## config.mk

```make
export PLATFORM = sky130hd
export DESIGN_NAME = lcd_rgb_rx
export DESIGN_NICKNAME = d
export VERILOG_FILES = /design/src/rtl/lcd_rgb_rx.sv
export SDC_FILE = /design/constraint.sdc
export NUM_CORES = 1
export LEC_CHECK = 0
export BUFFER_PORTS_ARGS = -buffer_cell sky130_fd_sc_hd__buf_2
export CORE_MARGIN = 2
export CORE_UTILIZATION = 55
export CTS_CLUSTER_SIZE = 25
export DETAILED_ROUTE_END_ITERATION = 7
export PLACE_DENSITY_LB_ADDON = 0.2
export SLEW_MARGIN = 40
export SYNTH_ARGS = -nofsm -noshare
export SYNTH_HDL_FRONTEND = slang
export SYNTH_SLANG_ARGS = --single-unit
```

## constraint.sdc

```tcl
create_clock -name clk -period 4.02 [get_ports clk]
set_input_delay 0.201 -clock clk [delete_from_list [all_inputs] [get_ports clk]]
set_output_delay 0.201 -clock clk [all_outputs]
set_load 0.03 [all_outputs]
```

## src/rtl/lcd_rgb_rx.sv

```systemverilog
// Parallel RGB565 LCD receiver: recovers pixels with x/y, measures frame size, reports lock/errors.
// Optional per-frame CRC-16-CCITT over received pixels is enabled by defining LCD_RGB_RX_CRC_EN.
module lcd_rgb_rx #(
   parameter int DATA_W = 16,
   parameter int POS_W  = 11,
   parameter bit VS_POL = 1'b0,
   parameter bit HS_POL = 1'b0
) (
   input  logic              clk,
   input  logic              rst,
   input  logic              lcd_de,
   input  logic              lcd_hs,
   input  logic              lcd_vs,
   input  logic [DATA_W-1:0] lcd_rgb_data,
   output logic              pix_valid,
   output logic [DATA_W-1:0] pix_data,
   output logic [POS_W-1:0]  pix_x,
   output logic [POS_W-1:0]  pix_y,
   output logic              pix_sof,
   output logic              pix_eol,
   output logic              frame_done,
   output logic [POS_W-1:0]  frame_width,
   output logic [POS_W-1:0]  frame_height,
   output logic [15:0]       frame_crc,
   output logic              locked,
   output logic              err_width,
   output logic              err_ovf,
   output logic              hs_seen
);

   localparam logic [POS_W-1:0] POS_MAX = '1;
   localparam logic [POS_W-1:0] POS_ONE = POS_W'(1);

   typedef enum logic [1:0] {IDLE, WAIT_LINE, LINE} state_t;

   state_t            state;
   logic              de_r, de_prev, hs_r, hs_prev, vs_r, vs_prev;
   logic [DATA_W-1:0] rgb_r;
   logic [POS_W-1:0]  x_cnt, y_cnt, ref_width, x_now;
   logic              prev_ok;
   logic              vs_start, hs_edge, de_rise, in_frame;
   logic              pixel, line_end, x_sat, y_sat, width_bad;
   logic              frame_end, frame_clean, frame_ok;

   // Syncs reset to their inactive level so a held-idle input never looks like an edge.
   always_ff @(posedge clk or posedge rst) begin
      if (rst) begin
         de_r    <= 1'b0;
         de_prev <= 1'b0;
         hs_r    <= ~HS_POL;
         hs_prev <= ~HS_POL;
         vs_r    <= ~VS_POL;
         vs_prev <= ~VS_POL;
         rgb_r   <= '0;
      end else begin
         de_r    <= lcd_de;
         de_prev <= de_r;
         hs_r    <= lcd_hs;
         hs_prev <= hs_r;
         vs_r    <= lcd_vs;
         vs_prev <= vs_r;
         rgb_r   <= lcd_rgb_data;
      end
   end

   assign vs_start = (vs_r == VS_POL) && (vs_prev != VS_POL);
   assign hs_edge  = (hs_r == HS_POL) && (hs_prev != HS_POL);
   assign de_rise  = de_r && !de_prev;
   assign in_frame = (state != IDLE);

   // A frame start overrides everything in the same cycle: the pixel and any line end are dropped.
   assign pixel     = !vs_start && (((state == WAIT_LINE) && de_rise) || ((state == LINE) && de_r));
   assign line_end  = !vs_start && (state == LINE) && !de_r;
   assign x_now     = (state == LINE) ? x_cnt : '0;
   assign x_sat     = pixel && (x_now == POS_MAX);
   assign y_sat     = line_end && (y_cnt == POS_MAX);
   assign width_bad = line_end && (y_cnt != '0) && (x_cnt != ref_width);

   assign frame_end   = vs_start && in_frame && (y_cnt != '0);
   assign frame_clean = !err_width && !err_ovf;
   assign frame_ok    = frame_clean && prev_ok &&
                        (ref_width == frame_width) && (y_cnt == frame_height);

   always_ff @(posedge clk or posedge rst) begin
      if (rst) begin
         state        <= IDLE;
         x_cnt        <= '0;
         y_cnt        <= '0;
         ref_width    <= '0;
         prev_ok      <= 1'b0;
         pix_valid    <= 1'b0;
         pix_data     <= '0;
         pix_x        <= '0;
         pix_y        <= '0;
         pix_sof      <= 1'b0;
         pix_eol      <= 1'b0;
         frame_done   <= 1'b0;
         frame_width  <= '0;
         frame_height <= '0;
         locked       <= 1'b0;
         err_width    <= 1'b0;
         err_ovf      <= 1'b0;
         hs_seen      <= 1'b0;
      end else begin
         pix_valid  <= pixel;
         pix_sof    <= pixel && (x_now == '0) && (y_cnt == '0);
         pix_eol    <= pixel && !lcd_de;
         frame_done <= frame_end;
         if (pixel) begin
            pix_data <= rgb_r;
            pix_x    <= x_now;
            pix_y    <= y_cnt;
         end

         // Status flags stay visible through the frame_done cycle and clear right after it.
         err_width <= (err_width && !frame_done) || width_bad;
         err_ovf   <= (err_ovf && !frame_done) || x_sat || y_sat;
         hs_seen   <= (hs_seen && !frame_done) || hs_edge;

         if (frame_end) begin
            frame_width  <= ref_width;
            frame_height <= y_cnt;
            locked       <= frame_ok;
            prev_ok      <= frame_clean;
         end

         case (state)
            IDLE: begin
               if (vs_start) begin
                  state <= WAIT_LINE;
                  y_cnt <= '0;
               end
            end
            WAIT_LINE: begin
               if (vs_start) begin
                  y_cnt <= '0;
               end else if (de_rise) begin
                  state <= LINE;
                  x_cnt <= POS_ONE;
               end
            end
            LINE: begin
               if (vs_start) begin
                  state <= WAIT_LINE;
                  y_cnt <= '0;
               end else if (de_r) begin
                  if (!x_sat) x_cnt <= x_cnt + POS_ONE;
               end else begin
                  if (y_cnt == '0) ref_width <= x_cnt;
                  if (!y_sat) y_cnt <= y_cnt + POS_ONE;
                  state <= WAIT_LINE;
               end
            end
            default: state <= IDLE;
         endcase
      end
   end

`ifdef LCD_RGB_RX_CRC_EN
   logic [15:0] crc;
   logic [15:0] crc_in;
   logic [15:0] crc_upd;

   function automatic logic [15:0] crc_step(input logic [15:0] c_in, input logic [15:0] d);
      logic [15:0] c;
      logic        fb;
      c = c_in;
      for (int i = 15; i >= 0; i--) begin
         fb = c[15] ^ d[i];
         c  = {c[14:0], 1'b0};
         if (fb) c = c ^ 16'h1021;
      end
      return c;
   endfunction

   assign crc_in  = 16'(pix_data);
   assign crc_upd = pix_valid ? crc_step(crc, crc_in) : crc;

   // Latched on the same edge frame_done rises, so frame_crc is valid alongside the pulse.
   always_ff @(posedge clk or posedge rst) begin
      if (rst) begin
         crc       <= 16'hFFFF;
         frame_crc <= '0;
      end else if (frame_end) begin
         frame_crc <= crc_upd;
         crc       <= 16'hFFFF;
      end else begin
         crc <= crc_upd;
      end
   end
`else
   assign frame_crc = '0;
`endif

endmodule

```

==> impl_metrics.ini <==
[synth]
netlist.area_leader.share = 0.552
syn-mean-instance-area_um2 = 10.9
synth_top_family_by_area = simple AND/OR/NAND/NOR gates
synth_edf_count = 0
synthTopCellsByArea = dfrtp_1 (55%), nand2_1 (7.7%), xor2_1 (4.6%)
synth.area.mux_share = 0.0658
synthCells = 509
synthAdderAreaFrac = 0.00679
synth-simple-area-share = 0.166
synthFlopType = dfrtp_1
yosys_warnings = 0
synth_area_um2 = 5530
synth_largest_area_cell = dfrtp_1
ys_seq_elements = 126
synth_compound_area_frac = 0.0681
synthArstFlopShare = 1.00
ys_types = 50
synth-xor-area-share = 0.0649
ys_seq_area_frac = 0.571

[floorplan]
rows = 36
chipHeight_um = 104
start_util = 0.566
die_area_um2 = 10900
dieWidth_um = 104
core-area_um2 = 9770
ios = 105

[cts]
cts_tree = built
cts_sinks = 126
clk_latency_ns = 0.51
cts_buffers = 17
cts_root_buffer = clkbuf_8
post_cts_resized = 0
clk_pin_slew_ns = 0.06
clock_path_buffers = 2
htreeDepth = 4

[sta]
period_needed_ns = 2.16
fin_crit_sh = 0.537
skew_ns = 0.0132
setup_viol = 0
fmax_mhz = 463
hold_viol = 0
tightest_slew_ns = 0.685
rsz0062_at_grt = no
slew_violations = 0
relSlewSlack = 0.542
fin_setup_tns_ns = 0

[global_route]
grt_max_degree = 73
grt_pass1_vias = 4138
antenna_found_initial = 0
grt_use_total = 0.230
grt_pass1_wl_um = 19900
grt-ovfl-total = 0

[drt]
wl_per_cell_um = 15.5
wl_um = 11800
ant_nets = 0
vias = 4009
post-route-drc-count = 0
drt_first_pass_iters = 4
drt_iter0_drc = 280
post_drt_via_cell_ratio = 5.28

[cells_and_area]
drive_above_1_share = 0.272
fin_util = 0.697
fin_nets = 637
final_cell_count_no_fill = 759
fin_area_um2 = 6810
syn2layout_area_growth_pct = 23.2
num_antenna_cells = 0

[placement]
place_congestion = 0.836
port_buffers = 88
hpwlAfterDp_um = 7630
place_area_um2 = 5980
place_inst = 707

[critical_path]
cp-end-kind = flip-flop
critical_path_class = flip-flop to flip-flop
cp_max_fo = 16
arrival_ns = 2.55
critPathLaunchType = flip-flop
cp.required_ns = 4.41

[hold_path]
hp-class = input pin to flip-flop

[outcome]
status = complete, no violations

[power]
p_leak_uw = 0.00357
vdd_drop_max_v = 0.000365
powerDensity_nw_per_um2 = 520

[flow_run]
max_cap_viol_count = 0
-- kinds of logic (layout without fill, tap and decap cells) --
| logic type | after synthesis | after routing |
|---|---|---|
| simple gates | 192 | 192 |
| fa+ha+maj | 3 | 3 |
| other cells | 1 | 16 |
| mux | 29 | 29 |
| flops | 126 | 126 |
| xor+xnor | 41 | 41 |
| compound gates | 61 | 61 |
| buf+inv | 56 | 158 |
-- worst paths after layout --
path | slack (ns) | start | endpoint | cells after the start
min | 0.32 | lcd_rgb_data[4] | rgb_r[4] | 2
min reg2reg | 0.37 | vs_r | vs_prev | 0
max in group asynchronous | 2.81 | rst | vs_r | 4
min in group asynchronous | 0.36 | rst | rgb_r[2] | 3
max | 1.86 | state[1] | ref_width[9] | 5
max reg2reg | 1.86 | state[1] | ref_width[9] | 5
-- layout by cell type, fill, tap and decap left out, drive strengths merged, types with 5 or more instances in the layout --
cell,instances
inv,17
o21ai,35
o31ai,5
clkbuf,18
dlygate4sd3,20
xor2,29
conb,16
nand4,7
xnor2,12
nand2,114
nor2,16
nand3,13
mux2,29
a21oi,5
nor3,9
nor4,14
buf,93
dfrtp,122
-- cell type report --
cell class | instances | area (um2)
fillers | 713 | 2960
flip-flops and latches | 126 | 3160
repair buffers | 113 | 678
multi-input cells | 342 | 2120
clock inverters | 14 | 204
clock buffers | 18 | 428
well taps | 133 | 166
inverters | 13 | 55.1
-- timing repair --
action                                 CTS  global route
hold buffers                            20             0
buffers inserted                         0             0
endpoints found under the hold margin   88             0
-- sequential cells by signal, indices dropped and copies added, names as in the netlist, 2 cells and up --
register,count
frame_height,11
frame_width,11
pix_data,16
pix_x,11
pix_y,11
ref_width,11
rgb_r,16
state,2
x_cnt,11
y_cnt,11
-- worst max-delay path, stage by stage (launching register included) --
cell and delay, ns:
dfrtp_1 0.51, nor2b_1 0.31, buf_4 0.26, nand2_1 0.15, or3_4 0.48, mux2_4 0.33
-- stage by stage --
step / power, uW / setup slack (ns) / hold slack [ns]
final: 3550 / 1.86 / 0.317
after CTS: 3560 / 1.86 / 0.301
after detailed placement: 1930 / 1.89 / 0.310
after global routing: 3680 / 1.69 / 0.311
after floorplan: 1800 / 0.470 / 0.205
after global placement: 1920 / 1.94 / 0.308
-- per-layer routing --
metal / global-route usage / vias to the layer above / share of wire
li1: - / 1892 / -
met1: 0.315 / 1959 / 0.45
met2: 0.351 / 138 / 0.48
met3: 0.0558 / 20 / 0.054
met4: 0.102 / 0 / 0.016
met5: 0 / - / 0
-- cells in the mapped netlist (all sizes together), types with 2 or more instances --
cell type	count
o211ai	2
nor4	14
ha	3
nand2b	3
o31ai	5
nor3	9
o21ai	35
or4	4
nand2	114
buf	30
nor2b	3
a21o	3
clkbuf	13
or3	2
nor2	16
xnor2	12
inv	12
nand4	7
nand3	13
xor2	29
a2111oi	2
dfstp	4
nand4b	2
a21oi	5
dfrtp	122
o41ai	2
mux2	29
-- report_power, final --
part	switching [uW]	internal [uW]	total, uW	leakage, uW
combinational	330	149	479	0.00161
clock	581	1030	1620	0.000299
sequential	81.5	1370	1450	0.00167
total	993	2550	3550	0.00357
Note: power is estimated with default switching activity, not from simulation.
